**config.mk**
```make
export PLATFORM = sky130hd
export DESIGN_NAME = piso_serializer
export DESIGN_NICKNAME = d
export VERILOG_FILES = /design/src/rtl/piso_pkg.sv /design/src/rtl/piso_bit_counter.sv /design/src/rtl/piso_serializer.sv
export SDC_FILE = /design/constraint.sdc
export NUM_CORES = 1
export LEC_CHECK = 0
export ABC_AREA = 1
export ABC_CLOCK_PERIOD_IN_PS = 1370
export CAP_MARGIN = 10
export CORE_AREA = 10 10 47 49
export CTS_CLUSTER_SIZE = 25
export DETAILED_ROUTE_END_ITERATION = 12
export DIE_AREA = 0 0 57 59
export GPL_TIMING_DRIVEN = 0
export SLEW_MARGIN = 30
export SYNTH_ARGS = -nofsm -noshare
export SYNTH_HDL_FRONTEND = slang
export SYNTH_SLANG_ARGS = --single-unit
```
**constraint.sdc**
```tcl
create_clock -name clk -period 1.37 [get_ports clk]
set_clock_uncertainty 0.05 [all_clocks]
set_input_delay 0.137 -clock clk [delete_from_list [all_inputs] [get_ports clk]]
set_output_delay 0.137 -clock clk [all_outputs]
set_load 0.02 [all_outputs]
```
**src/rtl/piso_pkg.sv**
```systemverilog
// Shared types and helpers for the PISO serializer.
// PISO_PARITY_EN adds the ST_PARITY state.
package piso_pkg;

  typedef enum logic [1:0] {
    ST_IDLE,
    ST_SHIFT
`ifdef PISO_PARITY_EN
    , ST_PARITY
`endif
  } piso_state_t;

  // Bit counter width for a given word width; kept at least 1 bit wide.
  function automatic int unsigned cnt_width(input int unsigned w);
    return (w <= 2) ? 1 : $clog2(w);
  endfunction

endpackage

```
**src/rtl/piso_bit_counter.sv**
```systemverilog
// Loadable down-counter with a zero flag; holds at zero rather than wrapping.
module piso_bit_counter #(
  parameter int unsigned Width = 2
) (
  input  logic             clk,
  input  logic             rst,
  input  logic             load,
  input  logic [Width-1:0] load_val,
  input  logic             dec,
  output logic [Width-1:0] count,
  output logic             zero
);

  logic [Width-1:0] cnt_q, cnt_d;

  always_comb begin
    cnt_d = cnt_q;
    if (load) begin
      cnt_d = load_val;
    end else if (dec && (cnt_q != '0)) begin
      cnt_d = cnt_q - Width'(1);
    end
  end

  always_ff @(posedge clk) begin
    if (rst) begin
      cnt_q <= '0;
    end else begin
      cnt_q <= cnt_d;
    end
  end

  assign count = cnt_q;
  assign zero  = (cnt_q == '0);

endmodule

```
**src/rtl/piso_serializer.sv**
```systemverilog
// Parallel-in/serial-out serializer, MSB first, valid/ready load handshake.
// Define PISO_PARITY_EN to append an even-parity bit after each word.
module piso_serializer
  import piso_pkg::*;
#(
  parameter int unsigned WIDTH = 4
) (
  input  logic             clk,
  input  logic             rst,
  input  logic             load_valid,
  input  logic [WIDTH-1:0] din,
  output logic             load_ready,
  output logic             sout,
  output logic             sout_valid,
  output logic             frame_start,
  output logic             busy
);

  localparam int unsigned CntW = cnt_width(WIDTH);

  piso_state_t      state_q, state_d;
  logic [WIDTH-1:0] shreg_q, shreg_d;
  logic             frame_start_q;
  logic             accept;
  logic             cnt_dec;
  logic             cnt_zero;
  logic [CntW-1:0]  bitcnt;

`ifdef PISO_PARITY_EN
  logic parity_q, parity_d;
`endif

  // Ready only where a new word can start without a gap or an overwrite.
  always_comb begin
    load_ready = 1'b0;
    if (!rst) begin
      unique case (state_q)
        ST_IDLE:   load_ready = 1'b1;
`ifdef PISO_PARITY_EN
        ST_SHIFT:  load_ready = 1'b0;
        ST_PARITY: load_ready = 1'b1;
`else
        ST_SHIFT:  load_ready = cnt_zero;
`endif
        default:   load_ready = 1'b0;
      endcase
    end
  end

  assign accept  = load_valid && load_ready;
  assign cnt_dec = (state_q == ST_SHIFT) && !accept;

  always_comb begin
    state_d = state_q;
    shreg_d = shreg_q;
`ifdef PISO_PARITY_EN
    parity_d = parity_q;
`endif
    unique case (state_q)
      ST_IDLE: begin
        if (accept) state_d = ST_SHIFT;
      end
      ST_SHIFT: begin
        shreg_d = {shreg_q[WIDTH-2:0], 1'b0};
        if (cnt_zero) begin
`ifdef PISO_PARITY_EN
          state_d = ST_PARITY;
`else
          state_d = accept ? ST_SHIFT : ST_IDLE;
`endif
        end
      end
`ifdef PISO_PARITY_EN
      ST_PARITY: begin
        state_d = accept ? ST_SHIFT : ST_IDLE;
      end
`endif
      default: state_d = ST_IDLE;
    endcase
    if (accept) begin
      shreg_d = din;
`ifdef PISO_PARITY_EN
      parity_d = ^din;
`endif
    end
  end

  always_ff @(posedge clk) begin
    if (rst) begin
      state_q       <= ST_IDLE;
      shreg_q       <= '0;
      frame_start_q <= 1'b0;
`ifdef PISO_PARITY_EN
      parity_q      <= 1'b0;
`endif
    end else begin
      state_q       <= state_d;
      shreg_q       <= shreg_d;
      frame_start_q <= accept;
`ifdef PISO_PARITY_EN
      parity_q      <= parity_d;
`endif
    end
  end

  piso_bit_counter #(
    .Width(CntW)
  ) u_bit_counter (
    .clk     (clk),
    .rst     (rst),
    .load    (accept),
    .load_val(CntW'(WIDTH - 1)),
    .dec     (cnt_dec),
    .count   (bitcnt),
    .zero    (cnt_zero)
  );

  // Outputs decode registered state only.
  always_comb begin
    sout        = 1'b0;
    sout_valid  = 1'b0;
    frame_start = 1'b0;
    unique case (state_q)
      ST_IDLE: ;
      ST_SHIFT: begin
        sout        = shreg_q[WIDTH-1];
        sout_valid  = 1'b1;
        frame_start = frame_start_q;
      end
`ifdef PISO_PARITY_EN
      ST_PARITY: begin
        sout       = parity_q;
        sout_valid = 1'b1;
      end
`endif
      default: ;
    endcase
  end

  assign busy = (state_q != ST_IDLE);

  logic unused_bitcnt;
  assign unused_bitcnt = ^bitcnt;

endmodule

```
Word-level counts from Yosys, hierarchy flattened --
Cells that the tools add are included.
Operators by class: mux-type cells 13, equal/unequal tests 3, add/sub/neg operators 1, reductions and logical operators 11
Operator list (count):
- $mux 2 | 4
- $mux 4 | 2
- $reduce_bool 2->1 | 4
- $mux 1 | 5
- $logic_not 2->1 | 2
- $ne 2x2->1 const B | 2
- $pmux 2 s2 | 1
- $logic_and 1x1->1 | 3
- $eq 2x1->1 const B | 1
- $pmux 1 s2 | 1
- $reduce_and 2->1 | 1
- $sub 2x1->2 const B | 1
- $logic_not 1->1 | 1
Storage, ports and cells: flip-flop bits (word level) 9, input bits 7, word-level logic and storage cells 32

Logic depth before layout (Yosys ltp) --
Gate-level depths: netlist of run 1.
word-level depth 9, gate-level depth with buffers 9

Cells and area by module --
Synthesis of run 1 repeated with hierarchy kept, for this count alone.
Second synthesis, totals: cells, all modules 69, area, all modules 446.7 µm²
Modules (own cells, without submodules):
- piso_serializer | instances 1, area an instance 306.5 µm², seq. area each 120.1 µm², cells each 44
- piso_bit_counter | instances 1, area an instance 140.1 µm², seq. area each 40.0 µm², cells each 25

Worst setup path before layout of run 1 --
OpenSTA, ideal clock, no wires.
path type reg2reg, start register state_q[0], end register shreg_q[1], cell stages (with the launch flop) 8, setup slack 0.223 ns, period minus slack after synthesis 1.147 ns, arrival time 1.041 ns, cell sequence dfxtp_1 -> buf_4 -> nand2_4 -> nand3_2 -> nand3_1 -> nand3_1 -> nand2_1 -> inv_1
On the way: word-level cells in the longest chain between the ends 5, elaborated cells between the ends (all ways) 7, classes of those cells eq/ne (1); mux (3); reduce/logical (3)
Ends and longest elaborated chain:
- start: declaration | line piso_serializer.sv:21 | piso_state_t state_q, state_d;
- start signal: assignment | line piso_serializer.sv:97 | state_q <= state_d;
- $eq 2x1->1 / $logic_not 2->1 (equally long branches) | line piso_serializer.sv:37, piso_serializer.sv:59
- $pmux 1 s2 | line piso_serializer.sv:37 | unique case (state_q)
- $mux 1 | line piso_serializer.sv:36 | if (!rst) begin
- $logic_and 1x1->1 | line piso_serializer.sv:50 | assign accept = load_valid && load_ready;
- $mux 4 / $reduce_bool 2->1 (equally long branches)
- end signal: assignment | line piso_serializer.sv:98 | shreg_q <= shreg_d;
- end: declaration | line piso_serializer.sv:22 | logic [WIDTH-1:0] shreg_q, shreg_d;
Parallel ways exist; a longest one is shown, timed or not. A chain may end at the register's enable or synchronous reset.

Final worst setup path of run 1 --
start register state_q[0], end output load_ready
On the way: word-level cells in the longest chain between the ends 3, elaborated cells between the ends (all ways) 4, classes of those cells eq/ne (1); mux (2); reduce/logical (1)
Ends and longest elaborated chain:
- $eq 2x1->1 / $logic_not 2->1 (equally long branches) | line piso_serializer.sv:37
- $pmux 1 s2 (*) | line piso_serializer.sv:37
- $mux 1 (*) | line piso_serializer.sv:36
- end: declaration | line piso_serializer.sv:12 | output logic load_ready,
Mark *: on every way between the ends. The rest lies on a longest branch, timed or not.

==> results of run 1 <==
power breakdown:
part | total, W | leakage [nW] | internal [W] | switching, W
logic | 0.000139 | 0.201 | 0.0000601 | 0.0000786
clock network | 0.000194 | 0.0138 | 0.000101 | 0.0000926
registers | 0.000259 | 0.0663 | 0.000251 | 0.00000782
total | 0.000591 | 0.281 | 0.000412 | 0.000179
stage by stage:
step                hold WS, ns    util
floorplan                0.1561       -
global placement         0.4068  0.3813
detailed placement       0.4061  0.3813
CTS                      0.3837  0.3955
global route             0.3985  0.4098
finish                   0.3723  0.4098
how the worst min path moves through the flow:
stage | startpoint | cells past startpoint | endpoint
6_report | din[0] | 3 | shreg_q[0]
3_5_place_dp | shreg_q[0] | 2 | shreg_q[0]
5_1_grt | din[0] | 3 | shreg_q[0]
2_1_floorplan | rst | 1 | shreg_q[0]
4_1_cts | din[0] | 3 | shreg_q[0]
3_3_place_gp | shreg_q[0] | 2 | shreg_q[0]
critical path: stages, from the launching register on:
cell	delay, ns
dfxtp_2	0.34
buf_6	0.15
inv_2	0.04
nor2_2	0.11
nor2_1	0.04
buf_2	0.16
synthesized netlist by cell type:
library cell / n / area share
nand3_2: 1 / 0.025
nand2_1: 12 / 0.11
ha_1: 1 / 0.031
a21oi_1: 3 / 0.037
nor2_1: 2 / 0.019
nand2_4: 1 / 0.028
nand2_2: 1 / 0.015
buf_4: 2 / 0.037
dfxtp_1: 8 / 0.40
nand4_1: 3 / 0.046
a31oi_1: 1 / 0.015
inv_1: 8 / 0.074
nand3_1: 6 / 0.074
inv_2: 4 / 0.037
o21ai_1: 1 / 0.012
a21oi_4: 1 / 0.040
metal layers:
| layer | vias up | part of all wire |
|---|---|---|
| li1 | 204 | - |
| met1 | 169 | 0.41 |
| met2 | 8 | 0.48 |
| met3 | 6 | 0.071 |
| met4 | 0 | 0.033 |
| met5 | - | 0 |
layout make-up:
| cell class | count | area share |
|---|---|---|
| Multi-Input combinational cell | 33 | 0.3508 |
| Sequential cell | 8 | 0.2810 |
| Inverter | 12 | 0.07843 |
| Tap cell | 16 | 0.03486 |
| Timing Repair Buffer | 11 | 0.1830 |
| Buffer | 2 | 0.03268 |
| Clock buffer | 3 | 0.03922 |
repair_timing:
item / 4_1_cts / 5_1_grt
endpoints found under the hold margin: 0 / 0
pin swaps: 0 / 3
hold buffers: 0 / 0
gates cloned: 0 / 0
resized for setup: 13 / 6
setup endpoints to repair: 5 / 6
cell families (layout without fill, tap and decap cells):
group | after synthesis | after routing | synth area share
AO/OA/AOI/OAI | 6 | 6 | 0.1053
AND/OR/NAND/NOR | 26 | 26 | 0.3189
buffers and inverters | 14 | 28 | 0.1486
flip-flops | 8 | 8 | 0.3963
adder cells (fa/ha/maj) | 1 | 1 | 0.03095
state kept, by name, summed over array words and instances, names as in the netlist:
| register | flops |
|---|---|
| shreg_q | 4 |
| u_bit_counter.count | 2 |
| frame_start_q | 1 |
| state_q | 1 |
==> results.txt, run 1 <==
Fmax - 772.4 MHz
Area Overhead vs Synth - 42.11%
Final worst slack - 0.07538 ns
Final Hold Fails - 0
Drt pass-1 iters - 3
RR Endpoint - shreg_q[1]
Layout cells sized above 1 - 0.3043
I/O pin cnt - 12
Tot GR Track Use - 0.06347
Starting Density - 0.2884
Postcts setup bufs - 0
WL per Instance - 10.46 um
Met2 usage - 0.09922
Minimum clock period - 1.295 ns
PortBufs - 11
Vias in the first global route - 387
Placed Area - 534.3 um^2
Data required time of the critical path - 1.18 ns
H-tree levels - 1
Max_slew headroom - 0.7573
CTS buffer count - 3
Die area - 3363 um^2
Register area - 161.4 um^2
Initial antenna violation count - 0
Antenna viol nets, final - 0
Buffer depth of the longest clock path - 2
Clock Sinks - 8
R2R Setup Slk - 0.14 ns
Non-filler cells in the finished layout - 85
Ys Warns - 0
Gr busiest metal - met2
Unrepaired setup endpoints after global routing - true
Setup CP Type - reg -> out
Congestion Overflow GR - 0
Total power - 0.0005911 W
Register bit total from synthesis - 8
Routed wire length - 889 um
Drt via density - 4.553
Vias - 387
Crit. Startpoint - state_q[0]
Final setup violation count - 0
Max IR drop VDD - 0.4754 mV
First-pass GRT wire length - 1683 um
Slew Limit Fails - 0
LEAKAGE - 0.2809 nW
Root Buffer - clkbuf_4
Antenna Cells - 0
Crit Reg-Reg Startpoint - u_bit_counter.count[1]
Distinct cells, synth - 16
Std cell rows - 14
Syn avg cell area - 7.348 um^2
Reg2reg path depth - 9
Largest net degree at the start of global routing - 10
Crit path capture type - primary output
Critical path startpoint category - register
Final period utilization - 0.9450
Final Cell Area - 574.3 um^2
Die X - 57 um
CTS tree - yes
Cell area power density - 1029 nW/um^2
Worst-Margin Slew - 0.3629 ns
WP data arrival - 1.11 ns
Met3 usage - 0.03433
Critical path capture point - load_ready
M1 GR Usage - 0.06161
Worst skew pair latency - 0.27 ns
Die height - 59 um
Status - finished, final reports clean
Most frequent cells in the layout - 12 x nand2_1, 7 x inv_1, 7 x dfxtp_1
DRT iter0 DRCs - 1
Mapped cell area - 404.1 um^2
Post-Syn Instances - 55
Setup_tns - 0 ns
FILL cells - 156
Nets - 79
Area occupied by multi-input gates - 201.4 um^2
Post-DP HPWL - 665.7 um
Core area - 1401 um^2
Syn nets - 63
Type of the worst min-delay path - in -> reg
Dpl cells - 82
CP max FO - 8
Pre-CTS setup slack - -0.2237 ns
Seq/Total Area, Yosys - 0.3963
Clock Pin Slew Worst Setup and Hold Paths - 0.06 ns
# DRC - 0
Commonest non-fill, non-tap cell in the layout - nand2_1
Placer Congestion - 0.7133
Max-cap violations - 0
No activity file was read; power rests on OpenSTA's default activity.
==> run 2, diff against run 1 <==
--- a/config.mk
+++ b/config.mk
@@ -9,6 +9,7 @@
 export ABC_CLOCK_PERIOD_IN_PS = 1370
 export CAP_MARGIN = 10
 export CORE_AREA = 10 10 47 49
+export CTS_BUF_LIST = sky130_fd_sc_hd__clkbuf_16
 export CTS_CLUSTER_SIZE = 25
 export DETAILED_ROUTE_END_ITERATION = 12
 export DIE_AREA = 0 0 57 59
==> run 2 against run 1 <==
  * Power is 54% higher
  * Routed wire length is 7.8% higher
  * Final cell count is 1.2% higher
  * Worst hold slack better by 0.037 ns
  * Combinational power is 10% higher
  * Largest cell class unchanged
==> results.txt, run 2 (synthesis gave the netlist of run 1 again) <==
CTS Hold Buffers Added - 0 (unchanged)
Crit-path cells - buf_6 > nand2_1 > inv_1 > clkdlybuf4s15_2
DRT iter0 DRCs - 4 (+3)
Clock Pin Slew Worst Setup and Hold Paths - 0.04 ns (-0.02 ns)
Worst hold start - din[0]
Layout cells sized above 1 - 0.3000 (-0.004348)
Reg2reg path depth - 9 (unchanged)
Hold Path Sink - shreg_q[0]
Max IR drop VDD - 0.8421 mV (+77%)
Max-cap violations - 0 (unchanged)
Cell area power density - 1414 nW/um^2 (+37%)
Vias in the first global route - 379 (-2.1%)
Dpl cells - 82 (unchanged)
I/O pin cnt - 12 (unchanged)
Root Buffer - clkbuf_16
Final setup violation count - 0 (unchanged)
Worst skew pair latency - 0.23 ns (-0.04 ns)
Crit-path slowest cell - dfxtp_1
Core Util, Final - 0.4589 (+0.04911)
Crit Reg-Reg Startpoint - u_bit_counter.count[0]
CTS tree - yes
Buffer depth of the longest clock path - 2 (unchanged)
Die X - 57 um (unchanged)
Status - finished, final reports clean
RR Endpoint - shreg_q[1]
Core area - 1401 um^2 (unchanged)
Commonest non-fill, non-tap cell in the layout - nand2_1
Most frequent cells in the layout - 12 x nand2_1, 8 x dfxtp_1, 7 x inv_1
Setup_tns - 0 ns (unchanged)
Max reg flops - 4 (unchanged)
Nets - 80 (+1.3%)
Tot GR Track Use - 0.06390 (+0.0004318)
Worst-Margin Slew - 0.3682 ns (+0.005379 ns)
Largest net degree at the start of global routing - 10 (unchanged)
Antenna viol nets, final - 0 (unchanged)
Starting Density - 0.2884 (unchanged)
Congestion Overflow GR - 0 (unchanged)
Routed wire length - 958 um (+7.8%)
First-pass GRT wire length - 1676 um (-0.42%)
Drt via density - 4.547 (-0.14%)
Std cell rows - 14 (unchanged)
R2R Setup Slk - 0.13 ns (about the same)
Final Hold Fails - 0 (unchanged)
Slew Limit Fails - 0 (unchanged)
Die height - 59 um (unchanged)
Die area - 3363 um^2 (unchanged)
Drt pass-1 iters - 4 (+1)
CP bufs+invs - 3 (unchanged)
CTS buffer count - 3 (unchanged)
Crit-path leading delay family - buffers and inverters
Type of the worst min-delay path - in -> reg
Antenna Cells - 0 (unchanged)
Area Overhead vs Synth - 59.13%
Placer Congestion - 0.7133 (unchanged)
LEAKAGE - 0.3103 nW (+10%)
Final period utilization - 0.9398 (-0.005228)
PortBufs - 11 (unchanged)
Critical path startpoint category - register
Data required time of the critical path - 1.18 ns (about the same)
Setup CP Type - reg -> out
CP peak stage delay - 0.35 ns (about the same)
Unrepaired setup endpoints after global routing - false
H-tree levels - 1 (unchanged)
Clock Sinks - 8 (unchanged)
Fmax - 776.7 MHz (+0.56%)
WL per Instance - 11.14 um (+6.5%)
Minimum clock period - 1.287 ns (-0.007162 ns)
Max_slew headroom - 0.7537 (-0.003597)
Post-DP HPWL - 665.7 um (unchanged)
Register area - 160.2 um^2 (-0.78%)
WP data arrival - 1.10 ns (about the same)
Reg with most FFs - shreg_q
Hold path depth - 3 (unchanged)
Vias - 391 (+1.0%)
Crit path capture type - primary output
# DRC - 0 (unchanged)
Area occupied by multi-input gates - 211.5 um^2 (+5.0%)
Initial antenna violation count - 0 (unchanged)
CP max FO - 8 (unchanged)
FILL cells - 145 (-7.1%)
Non-filler cells in the finished layout - 86 (+1.2%)
## run 2: cell count changes in the layout (fill, tap and decap cells not counted)
cell | before | now
clkbuf_16 | 0 | 3
buf_4 | 1 | 2
dfxtp_1 | 7 | 8
ha_4 | 0 | 1
ha_2 | 1 | 0
dfxtp_2 | 1 | 0
clkbuf_4 | 3 | 0
## run 2: how the worst max path moves through the flow
stage	start	to	slack, ns	cells past startpoint
after detailed placement	rst	load_ready	-0.22	3
after CTS	u_bit_counter.count[0]	load_ready	0.04	5
after global routing	state_q[0]	sout	0.002	4
final	state_q[0]	frame_start	0.08	4
after floorplan	state_q[0]	shreg_q[1]	0.22	7
after global placement	rst	load_ready	-0.24	3
## run 2: worst register-to-register path, delay by kind of cell, from the launching register on
family        cells  cell delay (ns)
simple gates      5             0.45
fa+ha+maj         1             0.16
flops             1             0.29
buf+inv           3             0.20
## run 2: what timing repair did
item | in CTS | in global routing
setup endpoints to repair | 5 | 5
buffers inserted | 0 | 1
pin swaps | 0 | 2
resized for setup | 13 | 6
## run 2: power by group
| group | internal, W | total (W) | switching [W] | leakage (nW) |
|---|---|---|---|---|
| clock | 0.000377 | 0.000498 | 0.000121 | 0.0370 |
| sequential | 0.000252 | 0.000259 | 0.00000720 | 0.0661 |
| combinational | 0.0000681 | 0.000153 | 0.0000848 | 0.207 |
## run 2: per-layer routing
metal,global-route usage,part of all wire,vias up
li1,-,-,205
met1,0.06280,0.39,173
met2,0.09922,0.50,9
met3,0.02790,0.069,4
met4,0.06040,0.032,0
met5,0,0,-
## run 2: metrics by stage
stage                     setup slack (ns)  hold slack, ns  power [W]  instance area (um^2)
after floorplan                     0.2227          0.1561  0.0003465                 404.1
after global placement             -0.2390          0.4068  0.0003970                 534.3
after detailed placement           -0.2237          0.4061  0.0003996                 534.3
after CTS                          0.03665          0.4125  0.0008915                 606.8
after global routing              0.002212          0.4389  0.0009387                 643.1
final                              0.08254          0.4089  0.0009095                 643.1
## run 2: final cells by class
class | count | area share
timing repair buffer | 12 | 0.1751
buffer | 2 | 0.02918
clock buffer | 3 | 0.1167
sequential | 8 | 0.2490
inverter | 12 | 0.07004
multi-input combinational | 33 | 0.3288
tap | 16 | 0.03113
==> edit 1: new RTL, settings of run 1 <==
Add a define of `PISO_PARITY_EN`.
--- a/src/rtl/piso_pkg.sv
+++ b/src/rtl/piso_pkg.sv
@@ -1,4 +1,6 @@
 // Shared types and helpers for the PISO serializer.
 // PISO_PARITY_EN adds the ST_PARITY state.
+`define PISO_PARITY_EN
+
 package piso_pkg;
 
Formal check against the unedited RTL: not equivalent (Yosys sat finds a counterexample within 10 cycles, from zero or initial values and one cycle with rst high).
==> edit 1 against run 1 <==
- the run now ends with negative setup slack left
- final cell count grew 60%
- clock power grew 3%
- synthesized cell count grew 84%
- design area grew 56%
- total power grew 32%
- via count grew 67%
- sequential cell count grew 2
- register-to-register slack lost 0.06 ns
- worst setup slack lost 0.13 ns
- synthesized area grew 60%
- sequential share of layout area shrank 4.9 points
- wire length grew 67%
- critical path type unchanged
- highest routed layer unchanged
==> edit 1: results (changes against run 1) <==
Post-CTS Resized 36 (was 13); Synth area leaders dfxtp_1 (31%), nand2_1 (22%), ha_1 (12%), inv_1 (9.9%), nor2_1 (6.4%) (was dfxtp_1 (40%), nand2_1 (11%), nand3_1 (7.4%), inv_1 (7.4%), nand4_1 (4.6%)); CTS max path bufs 2 (unchanged); routability cong. 0.776 (was 0.713); H-tree levels 1 (unchanged); register area share after synthesis 31.0% (was 39.6%); Max VDD drop 0.497 mV (was 0.475 mV); largest net degree at the start of global routing 11 (was 10); All-Layer GR Usage 9.11% (was 6.35%); Total Routed Length 1490 um (was 889 um); TritonCTS Buffers 3 (unchanged); Crit path max-delay family flip-flops (was buffers and inverters); Setup TNS -0.0790 ns (was 0 ns); XOR/XNOR Fraction of Synth Area 1.36% (was 0%); M2 GR Usage 13.6% (was 9.92%); HP Start shreg_q[0] (was din[0]); CP max stage delay 0.39 ns (was 0.34 ns); Vias 647 (was 387); Hold WC Path Type flop to flop (was input port to flop); status finished, violations left (was finished, final reports clean); Slew @ Worst Pin 0.255 ns (was 0.363 ns); synth cell count leaders nand2_1 (37), inv_1 (17), nor2_1 (11), dfxtp_1 (10), ha_1 (6) (was nand2_1 (12), dfxtp_1 (8), inv_1 (8), nand3_1 (6), inv_2 (4)); initial DRC count 11 (was 1); Setup WS pre-CTS -0.423 ns (was -0.224 ns); Final setup viols 2 (was 0); number of global-route vias before repair 591 (was 387); Seq power 338 uW (was 259 uW); CP Data Arrival Time 1.24 ns (was 1.11 ns); FF-to-FF path depth 8 (was 9); grt met3 use 2.58% (was 3.43%); Worst path slowest cell dfxtp_4 (was dfxtp_2); DP Area 779 um^2 (was 534 um^2); crit path max fanout 3 (was 8); Final WS setup -0.0578 ns (was 0.0754 ns); Detailed Place HPWL 1020 um (was 666 um); final-stage net count 135 (was 79); met2 WL 704 um (was 426 um); iteration count of the initial detailed-routing pass 6 (was 3); hold_ws 0.481 ns (was 0.372 ns); layout cells sized above 1 27.5% (was 30.4%); Compound-Gate Fraction of Synth Area 7.95% (was 10.5%); RR Endpoint shreg_q[0] (was shreg_q[1]); Adder-Cell Fraction of Synth Area 11.6% (was 3.10%); R2R Path Start state_q[1] (was u_bit_counter.count[1]); Cells on Worst Hold Path 4 (was 3); WL met1 653 um (was 368 um); Synth Net Count 114 (was 63); postcts setup bufs 4 (was 0); combinational cell fraction of total power 31.3% (was 23.5%); first-pass GRT wire length 2460 um (was 1680 um); post-layout utilization of the core 63.9% (was 41.0%); sw frac 32.0% (was 30.3%); R2R Setup Slk 0.08 ns (was 0.14 ns); Static Leakage 0.000462 uW (was 0.000281 uW); met1 Track Usage GR 10.3% (was 6.16%); failing checks negative setup slack; Skew-Pair Late Insertion Delay approximately 0.26 ns; Cell variety after synth 17 (was 16)
## edit 1: cell count changes in the layout (fill, tap and decap cells not counted), moves of 4 or more
cell and delta:
nand2_1 +24, buf_4 +4, inv_1 +7, nor2_1 +7
## edit 1: how the worst max path moves through the flow
stage | from | end | cells after the start
6_report | state_q[0] | sout | 4
5_1_grt | state_q[0] | sout | 4
4_1_cts | state_q[0] | sout | 4
3_5_place_dp | state_q[1] | sout | 6
3_3_place_gp | state_q[1] | sout | 6
2_1_floorplan | state_q[0] | shreg_q[3] | 9
## edit 1: final cells by class
| type | count | area [um^2] |
|---|---|---|
| plain buffers | 1 | 11.3 |
| flip-flops and latches | 10 | 208 |
| inverters | 19 | 81.3 |
| well taps | 16 | 20.0 |
| repair buffers | 17 | 146 |
| fillers | 139 | 505 |
| multi-input cells | 70 | 407 |
| clock buffers | 3 | 22.5 |
## edit 1: stage by stage
step	cells	power [uW]
after floorplan	101	483
after global placement	128	551
after detailed placement	128	555
after CTS	135	774
after global routing	136	836
final	136	781
==> edit 2: new RTL, config.mk and constraints of run 1 <==
Made on the original files. `shreg_q` no longer has a reset.
--- a/src/rtl/piso_serializer.sv
+++ b/src/rtl/piso_serializer.sv
@@ -89,5 +89,4 @@
     if (rst) begin
       state_q       <= ST_IDLE;
-      shreg_q       <= '0;
       frame_start_q <= 1'b0;
 `ifdef PISO_PARITY_EN
@@ -96,5 +95,4 @@
     end else begin
       state_q       <= state_d;
-      shreg_q       <= shreg_d;
       frame_start_q <= accept;
 `ifdef PISO_PARITY_EN
@@ -102,4 +100,8 @@
 `endif
     end
+  end
+
+  always_ff @(posedge clk) begin
+    shreg_q <= shreg_d;
   end
 
Behaviour: no difference found for any inputs over 10 cycles, from zero or initial values and one cycle with rst high; that may be too few to reach the edited logic, so the function may still have changed.
==> edit 2 against run 1 <==
- count of clock-buffer cells in the layout is 1 higher
- combinational power is 14% higher
- via count is 13% lower
- wire length is 11% lower
- final cell count is 4.7% lower
- non-clock buffer count is 2 higher
- sequential cell count stayed put
- design area is 5.0% higher
- synthesized area is 2.8% lower
- worst setup slack worse by 0.028 ns
- total power is 9.9% higher
==> edit 2: results (changes against run 1) <==
DR WL met3 80 um (was 63 um); Vias per Instance 4.17 (was 4.55); Compound-Gate Fraction of Synth Area 1.27% (was 10.5%); Internal 469 uW (was 412 uW); CTS max path bufs 2 (unchanged); final-stage net count 74 (was 79); TritonCTS Buffers 3 (unchanged); CP max stage delay 0.34 ns (about the same); crit path max fanout 6 (was 8); post-DR wirelength/cell 9.81 um (was 10.5 um); met1 Track Usage GR 4.93% (was 6.16%); # port buffers 11 (unchanged); Adder-Cell Fraction of Synth Area 3.18% (was 3.10%); register area share after synthesis 51.0% (was 39.6%); M2 GR Usage 7.60% (was 9.92%); routability cong. 0.671 (was 0.713); Cell variety after synth 12 (was 16); CP Data Arrival Time 1.14 ns (was 1.11 ns); number of global-route vias before repair 337 (was 387); combinational cell fraction of total power 24.4% (was 23.5%); Max VDD drop 0.649 mV (was 0.475 mV); FILL cells 158 (was 156); Detailed Place HPWL 603 um (was 666 um); Slew @ Worst Pin 0.221 ns (was 0.363 ns); initial antenna violation count 0 (unchanged); Largest Register shreg_q (unchanged); Synth area leaders edfxtp_1 (31%), dfxtp_1 (20%), nand2_1 (12%), inv_1 (11%), nand4_1 (4.8%) (was dfxtp_1 (40%), nand2_1 (11%), nand3_1 (7.4%), inv_1 (7.4%), nand4_1 (4.6%)); largest net degree at the start of global routing 9 (was 10); Worst path slowest cell dfxtp_2 (unchanged); Most used DFF post-synth edfxtp_1 (was dfxtp_1); initial DRC count 2 (was 1); status finished, final reports clean (unchanged); Static Leakage 0.000304 uW (was 0.000281 uW); H-tree levels 1 (unchanged); layout cells sized above 1 29.2% (was 30.4%); YS warnings 0 (unchanged); XOR/XNOR Fraction of Synth Area 0% (unchanged); first-pass GRT wire length 1320 um (was 1680 um); max layer used met4 (unchanged); Reg clk slew, reported paths ~0.050 ns; iteration count of the initial detailed-routing pass 2 (was 3); Skew-Pair Late Insertion Delay around 0.26 ns; Hold WC Path Type flop to flop (was input port to flop); grt met3 use 2.79% (was 3.43%); synth cell count leaders nand2_1 (13), inv_1 (11), dfxtp_1 (4), edfxtp_1 (4), nor2_1 (4) (was nand2_1 (12), dfxtp_1 (8), inv_1 (8), nand3_1 (6), inv_2 (4)); max reg flops 4 (unchanged); WL met1 362 um (was 368 um); antenna diode count 0 (unchanged); Post-synth EDFFs 4 (was 0); Root Buffer clkbuf_4 (unchanged); Crit path max-delay family flip-flops (was buffers and inverters); DP Area 523 um^2 (was 534 um^2); mux contribution to synthesized area 0% (unchanged); met2 WL 336 um (was 426 um); Synth Net Count 55 (was 63); sw frac 27.8% (was 30.3%); All-Layer GR Usage 4.86% (was 6.35%)
## edit 2: changes by cell type after synthesis, sizes merged
cell and change:
dfxtp -4, edfxtp +4, a21oi -3, nand3 -3, nor2 +2, a31oi -1
buf -1, inv -1, o21ai -1
## edit 2: stage by stage
step / setup slack [ns] / TNS, ns / hold WS (ns) / utilization, % / instances
2_1_floorplan: 0.110 / 0 / 0.156 / - / 47
3_3_place_gp: -0.243 / -0.780 / 0.426 / 37.3 / 74
3_5_place_dp: -0.249 / -0.876 / 0.444 / 37.3 / 74
4_1_cts: -0.0331 / -0.0331 / 0.412 / 39.2 / 78
6_report: 0.0472 / 0 / 0.437 / 43.0 / 81
5_1_grt: -0.00756 / -0.00756 / 0.478 / 43.0 / 81
## edit 2: path summary, 6_finish.rpt
| check | to | slack (ns) | cells after the start | from |
|---|---|---|---|---|
| max | load_ready | 0.05 | 7 | u_bit_counter.count[0] |
| min | u_bit_counter.count[0] | 0.44 | 2 | u_bit_counter.count[0] |
| max reg2reg | shreg_q[3] | 0.07 | 7 | u_bit_counter.count[1] |
| min reg2reg | u_bit_counter.count[0] | 0.44 | 2 | u_bit_counter.count[0] |
## edit 2: cell type report
class / instances / area share, %
clock buffer: 4 / 4.36
multi-input combinational: 27 / 28.4
tap: 16 / 3.32
inverter: 11 / 7.26
buffer: 1 / 1.24
timing repair buffer: 14 / 21.8
sequential: 8 / 33.6
## edit 2: repair_timing
| action | 4_1_cts | 5_1_grt |
|---|---|---|
| endpoints found under the setup margin | 9 | 3 |
| endpoints found under the hold margin | 0 | 0 |
| pin swaps | 0 | 1 |
| gates resized for setup | 15 | 10 |
| setup buffers | 0 | 3 |
